$ cat src/rtl/keypad_pkg.sv
// Shared types and helpers for the 4x4 matrix keypad scanner and its display-side consumers.
package keypad_pkg;

    localparam int ROWS = 4;
    localparam int COLS = 4;

    typedef enum logic [1:0] {
        SCAN     = 2'd0,
        DEBOUNCE = 2'd1,
        EMIT     = 2'd2,
        HOLD     = 2'd3
    } kp_state_e;

    // Index of the lowest active-low bit; the caller guarantees at least one is low.
    function automatic logic [1:0] lowest_low(input logic [COLS-1:0] v);
        lowest_low = '0;
        for (int i = COLS - 1; i >= 0; i--) begin
            if (!v[i]) lowest_low = 2'(i);
        end
    endfunction

    // Printed legend for a key code: rows are "1 2 3 A / 4 5 6 B / 7 8 9 C / * 0 # D",
    // with '*' shown as E and '#' shown as F on the display.
    function automatic logic [3:0] key_label(input logic [3:0] code);
        case (code)
            4'd0:    key_label = 4'h1;
            4'd1:    key_label = 4'h2;
            4'd2:    key_label = 4'h3;
            4'd3:    key_label = 4'hA;
            4'd4:    key_label = 4'h4;
            4'd5:    key_label = 4'h5;
            4'd6:    key_label = 4'h6;
            4'd7:    key_label = 4'hB;
            4'd8:    key_label = 4'h7;
            4'd9:    key_label = 4'h8;
            4'd10:   key_label = 4'h9;
            4'd11:   key_label = 4'hC;
            4'd12:   key_label = 4'hE;
            4'd13:   key_label = 4'h0;
            4'd14:   key_label = 4'hF;
            default: key_label = 4'hD;
        endcase
    endfunction

endpackage

$ cat src/rtl/timer_parameter.sv
// Free-running modulo counter; done pulses for one cycle every FINAL_VALUE+1 enabled cycles.
module timer_parameter #(
    parameter int FINAL_VALUE = 255
) (
    input  logic clk,
    input  logic reset_n,
    input  logic enable,
    output logic done
);

    localparam int W = (FINAL_VALUE > 0) ? $clog2(FINAL_VALUE + 1) : 1;

    logic [W-1:0] cnt;

    assign done = enable && (cnt == W'(FINAL_VALUE));

    always_ff @(posedge clk or negedge reset_n) begin
        if (!reset_n)    cnt <= '0;
        else if (enable) cnt <= done ? '0 : cnt + W'(1);
    end

endmodule

$ cat src/rtl/keypad_scanner.sv
// 4x4 keypad scanner: row scan, per-slot debounce, one valid/ready code per press.
// Define KEYPAD_REPEAT_EN to re-emit a held key every REPEAT_SCANS slots.
module keypad_scanner
    import keypad_pkg::*;
#(
    parameter int SCAN_TICKS     = 100_000,
    parameter int DEBOUNCE_SCANS = 4,
    parameter int REPEAT_SCANS   = 50
) (
    input  logic            clk,
    input  logic            reset_n,
    output logic [ROWS-1:0] row,
    input  logic [COLS-1:0] col,
    output logic [3:0]      key_code,
    output logic            key_valid,
    input  logic            key_ready,
    output logic            key_held
);

    if (DEBOUNCE_SCANS < 1 || DEBOUNCE_SCANS > 15) begin : g_bad_debounce
        $error("keypad_scanner: DEBOUNCE_SCANS must be 1..15");
    end
    if (REPEAT_SCANS < 1) begin : g_bad_repeat
        $error("keypad_scanner: REPEAT_SCANS must be >= 1");
    end

    localparam logic [3:0] DB = 4'(DEBOUNCE_SCANS);

    logic tick;

    timer_parameter #(
        .FINAL_VALUE(SCAN_TICKS - 1)
    ) u_scan_tick (
        .clk    (clk),
        .reset_n(reset_n),
        .enable (1'b1),
        .done   (tick)
    );

    logic [COLS-1:0] col_m, col_s;

    always_ff @(posedge clk or negedge reset_n) begin
        if (!reset_n) begin
            col_m <= '1;
            col_s <= '1;
        end else begin
            col_m <= col;
            col_s <= col_m;
        end
    end

    kp_state_e  state, state_nxt;
    logic [1:0] r, r_nxt;
    logic [1:0] c, c_nxt;
    logic [3:0] cnt, cnt_nxt;

    logic any_low, col_hit;
    assign any_low = !(&col_s);
    // A lower column going low takes priority, so it breaks the match on c.
    assign col_hit = !col_s[c] && (lowest_low(col_s) == c);

`ifdef KEYPAD_REPEAT_EN
    localparam int          RW       = $clog2(REPEAT_SCANS + 1);
    localparam logic [RW-1:0] RPT_LAST = RW'(REPEAT_SCANS - 1);

    logic [RW-1:0] rpt_cnt;

    // Counts held slots since the last accepted code; any released sample restarts it.
    always_ff @(posedge clk or negedge reset_n) begin
        if (!reset_n)                       rpt_cnt <= '0;
        else if (state == EMIT && key_ready) rpt_cnt <= '0;
        else if (state == HOLD && tick)      rpt_cnt <= col_s[c] ? '0 : rpt_cnt + RW'(1);
    end
`endif

    always_comb begin
        state_nxt = state;
        r_nxt     = r;
        c_nxt     = c;
        cnt_nxt   = cnt;
        unique case (state)
            SCAN: if (tick) begin
                if (any_low) begin
                    c_nxt     = lowest_low(col_s);
                    cnt_nxt   = 4'd1;
                    state_nxt = (DB == 4'd1) ? EMIT : DEBOUNCE;
                end else begin
                    r_nxt = r + 2'd1;
                end
            end
            DEBOUNCE: if (tick) begin
                if (col_hit) begin
                    cnt_nxt = cnt + 4'd1;
                    if (cnt + 4'd1 == DB) state_nxt = EMIT;
                end else begin
                    state_nxt = SCAN;
                    r_nxt     = r + 2'd1;
                    cnt_nxt   = '0;
                end
            end
            EMIT: if (key_ready) begin
                state_nxt = HOLD;
                cnt_nxt   = '0;
            end
            HOLD: if (tick) begin
                if (col_s[c]) begin
                    cnt_nxt = cnt + 4'd1;
                    if (cnt + 4'd1 == DB) begin
                        state_nxt = SCAN;
                        r_nxt     = r + 2'd1;
                        cnt_nxt   = '0;
                    end
                end else begin
                    cnt_nxt = '0;
`ifdef KEYPAD_REPEAT_EN
                    if (rpt_cnt == RPT_LAST) state_nxt = EMIT;
`endif
                end
            end
            default: state_nxt = SCAN;
        endcase
    end

    // Row drive is registered from the next row index so the pins never glitch.
    always_ff @(posedge clk or negedge reset_n) begin
        if (!reset_n) begin
            state <= SCAN;
            r     <= '0;
            c     <= '0;
            cnt   <= '0;
            row   <= 4'b1110;
        end else begin
            state <= state_nxt;
            r     <= r_nxt;
            c     <= c_nxt;
            cnt   <= cnt_nxt;
            row   <= ~(4'b0001 << r_nxt);
        end
    end

    assign key_valid = (state == EMIT);
    assign key_held  = (state == EMIT) || (state == HOLD);
    assign key_code  = key_held ? {r, c} : 4'd0;

endmodule

$ cat config.mk
export PLATFORM = sky130hd
export DESIGN_NAME = keypad_scanner
export DESIGN_NICKNAME = d
export VERILOG_FILES = /design/src/rtl/keypad_pkg.sv /design/src/rtl/timer_parameter.sv /design/src/rtl/keypad_scanner.sv
export SDC_FILE = /design/constraint.sdc
export NUM_CORES = 1
export LEC_CHECK = 0
export ABC_CLOCK_PERIOD_IN_PS = 2600
export CAP_MARGIN = 40
export CORE_AREA = 5 5 71 73
export DETAILED_ROUTE_END_ITERATION = 8
export DIE_AREA = 0 0 76 78
export PLACE_DENSITY = 0.68
export SYNTH_ARGS = -nofsm -noshare
export SYNTH_HDL_FRONTEND = slang
export SYNTH_HIERARCHICAL = 1
export SYNTH_SLANG_ARGS = --single-unit
$ cat constraint.sdc
create_clock -name clk -period 2.6 [get_ports clk]
set_input_delay 0.65 -clock clk [delete_from_list [all_inputs] [get_ports clk]]
set_output_delay 0.65 -clock clk [all_outputs]
set_load 0.01 [all_outputs]
==> run_results.csv <==
group,metric,value,unit
run_status,status,"completed",
synth,synth_edf_count,0,
drt,firstDrtPassIters,4,
place,place_area,2280,sq um
synth,synth_cell_types,52,
critical_path,r2r-start,"u_scan_tick/cnt[0]",
global_route,grt_pass1_wl,7130,um
drt,remaining_drc_errors,0,
place,hpwl,2690,um
critical_path,r2r_slack,0.24,ns
critical_path,worstRegToRegCells,8,
drt,via_count,1499,
run,maxCapViolCount,0,
place,port_buffers,16,
pwr,p_leak,1.03,nW
critical_path,endpoint_kind,"flip-flop",
synth,synth-seq-cells,39,
synth,syn_inst,200,
synth,ys_seq_area_share,47.9,%
clock_network,cts_setup_buffers,0,
critical_path,crit_type,"flip-flop to flip-flop",
place,preCtsSetupSlack,0.296,ns
clock_network,cts_sinks,39,
finish,num-nets-final,229,
pwr,power_density,592,nW/um^2
hold_path,hold_class,"input port to asynchronous set/reset pin",
timing,hold_viol_final,0,
synth,synthAdderAreaFrac,1.82,%
synth,async_flop_share,100,%
clock_network,hold_buffers,0,
floorplan,die_w,76,um
global_route,grt_use_total,14.5,%
timing,skew,0.0122,ns
floorplan,design.core.area,4290,sq um
synth,synthMuxAreaShare,2.54,%
pwr,vdd_ir_drop_max,0.492,mV
synth,avgSynthCellArea,10.3,sq um
timing,finalSetupViolCount,0,
drt,drt_iter0_markers,89,
global_route,first_global_vias,1532,
place,place_congestion,0.796,
critical_path,critical_path_required,2.79,ns
synth,synthesis.area,2070,sq um
clock_network,cts_root_buf,"clkbuf_8",
clock_network,cts_buffers,5,
timing,worst_slack,0.245,ns
timing,fin_crit_sh,90.6,%
synth,synth_top_family_by_area,"simple AND/OR/NAND/NOR gates",
finish,fill_cells,389,
synth,yosys_warnings,6,
timing,drv_slew,0,
global_route,grt_max_degree,37,
critical_path,start_kind,"flip-flop",
finish,fin_area,2410,sq um
floorplan,start_util,48.1,%
global_route,overflow,0,
synth,synth_compound_area_share,12.1,%
timing,min_period,2.36,ns
timing,fmax,425,MHz
floorplan,ioPinCount,17,
clock_network,cts_tree,"done",
timing,setup_tns,0,ns
clock_network,clk_pin_slew,0.08,ns
critical_path,worstPathArrival,2.54,ns
finish,area_growth,16.8,%
timing,rsz0062_at_grt,"no",
finish,drive_gt1_share,15.9,%
drt,wirelength,3850,um
clock_network,clk_latency,0.29,ns
floorplan,die_h,78,um
floorplan,die-area,5930,sq um
synth,synth_xor_area_share,6.36,%
timing,relSlewSlack,65.5,%
synth,synthFlopType,"dfrtp_1",
clock_network,htree_levels,2,
finish,fin_util,56.2,%
critical_path,cp_max_fo,16,
drt,postRouteAntennaNets,0,
critical_path,r2r_end,"c[0]",
timing,tightestPinTransition,0.516,ns
floorplan,num_rows,24,
drt,vias_per_cell,5.51,
global_route,antenna_found_initial,0,
finish,diodes,0,
drt,wire_per_inst,14.2,um
synth,synth-simple-area-share,25.4,%
clock_network,clk_path_buf_depth,2,
[state kept, by name, summed over array words and instances (netlist names), named ones only]
register,count
u_scan_tick/cnt,17
cnt,4
col_m,4
col_s,4
row,4
c,2
r,2
state,1
[repair_timing]
item	CTS	global route
endpoints found under the hold margin	0	0
setup endpoints to repair	0	1
resized for setup	0	1
[layout make-up]
class                   count  area, sq um  share of cell area, %
inverters                   9         33.8                   1.40
repair buffers             18          183                   7.57
clock buffers               5         68.8                   2.85
clock inverters             3         67.6                   2.80
flip-flops and latches     39          991                   41.1
well taps                  52         65.1                   2.70
multi-input cells         146         1000                   41.6
[worst max path at each step]
stage / end / from
after floorplan: row[0] / u_scan_tick/cnt[0]
after global placement: c[0] / u_scan_tick/cnt[0]
after detailed placement: c[0] / u_scan_tick/cnt[1]
after CTS: key_code[2] / flip-flop
after global routing: row[2] / u_scan_tick/cnt[0]
final: c[0] / u_scan_tick/cnt[0]
[worst max-delay path, stage by stage (launching register included)]
cell and delay, ns:
dfrtp_1 0.41, ha_1 0.25, and3_1 0.24, nand4_2 0.14
nor3_4 0.20, buf_4 0.23, nor3b_1 0.47, mux2i_1 0.25
a21oi_1 0.05
[power by group]
group	internal (W)	switching (W)
combinational	0.0000539	0.0000575
sequential	0.000653	0.0000669
clock	0.000383	0.000214
[per-layer routing]
layer,GRT usage [%],part of all wire [%],vias up
met5,0,0,-
met4,5.87,2.0,0
met3,3.47,2.9,8
met1,18.5,46,728
li1,-,-,743
met2,23.8,49,20
[cells in the mapped netlist (all sizes together) (2+ instances only)]
master	count	area [sq um]
clkbuf	3	11.3
inv	9	33.8
nor2b	6	37.5
nand4	11	81.3
nor2	16	60.1
buf	4	31.3
xor2	3	26.3
o31ai	4	57.6
and2	4	25.0
o22ai	2	12.5
o211ai	2	20.0
dfstp	11	289
mux2i	3	30.0
nand2	19	78.8
nand2b	5	31.3
nor4	6	37.5
and3b	2	17.5
nand3b	3	22.5
ha	3	37.5
o21ai	8	40.0
dfrtp	28	701
and3	3	18.8
xnor2	12	105
nand3	7	35.0
a21oi	6	30.0
o22a	2	18.8
nor3	3	26.3
[layout by cell type, fill, tap and decap left out, types with 3 or more instances in the layout]
cell	synthesis	layout
a21oi_1	6	6
and2_1	4	4
and3_1	3	3
clkbuf_8	0	5
clkdlybuf4s50_1	0	15
dfrtp_1	28	27
dfstp_2	11	11
ha_1	3	3
inv_1	8	8
mux2i_1	3	3
nand2_1	18	18
nand2b_1	5	5
nand3_1	7	7
nand3b_1	3	3
nand4_1	9	9
nor2_1	16	16
nor2b_1	6	6
nor4_1	6	6
o21ai_0	4	4
o21ai_1	4	4
xnor2_1	12	12
xor2_1	3	3
[per-stage QoR]
step | hold WS [ns] | instances | total power (W)
detailed placement | 0.347 | 264 | 0.000843
floorplan | 0.345 | 201 | 0.000794
global route | 0.339 | 272 | 0.00151
global placement | 0.347 | 263 | 0.000833
finish | 0.341 | 272 | 0.00143
CTS | 0.336 | 272 | 0.00145
[cells by family after synthesis]
family,count (synthesis)
AOI/OAI and AO/OA,31
buffers and inverters,16
other,1
and+or+nand+nor,91
xor gates and xnor gates,15
DFF,39
muxes,4
adders and majority gates,3
Power figures use the tool's default switching activity.
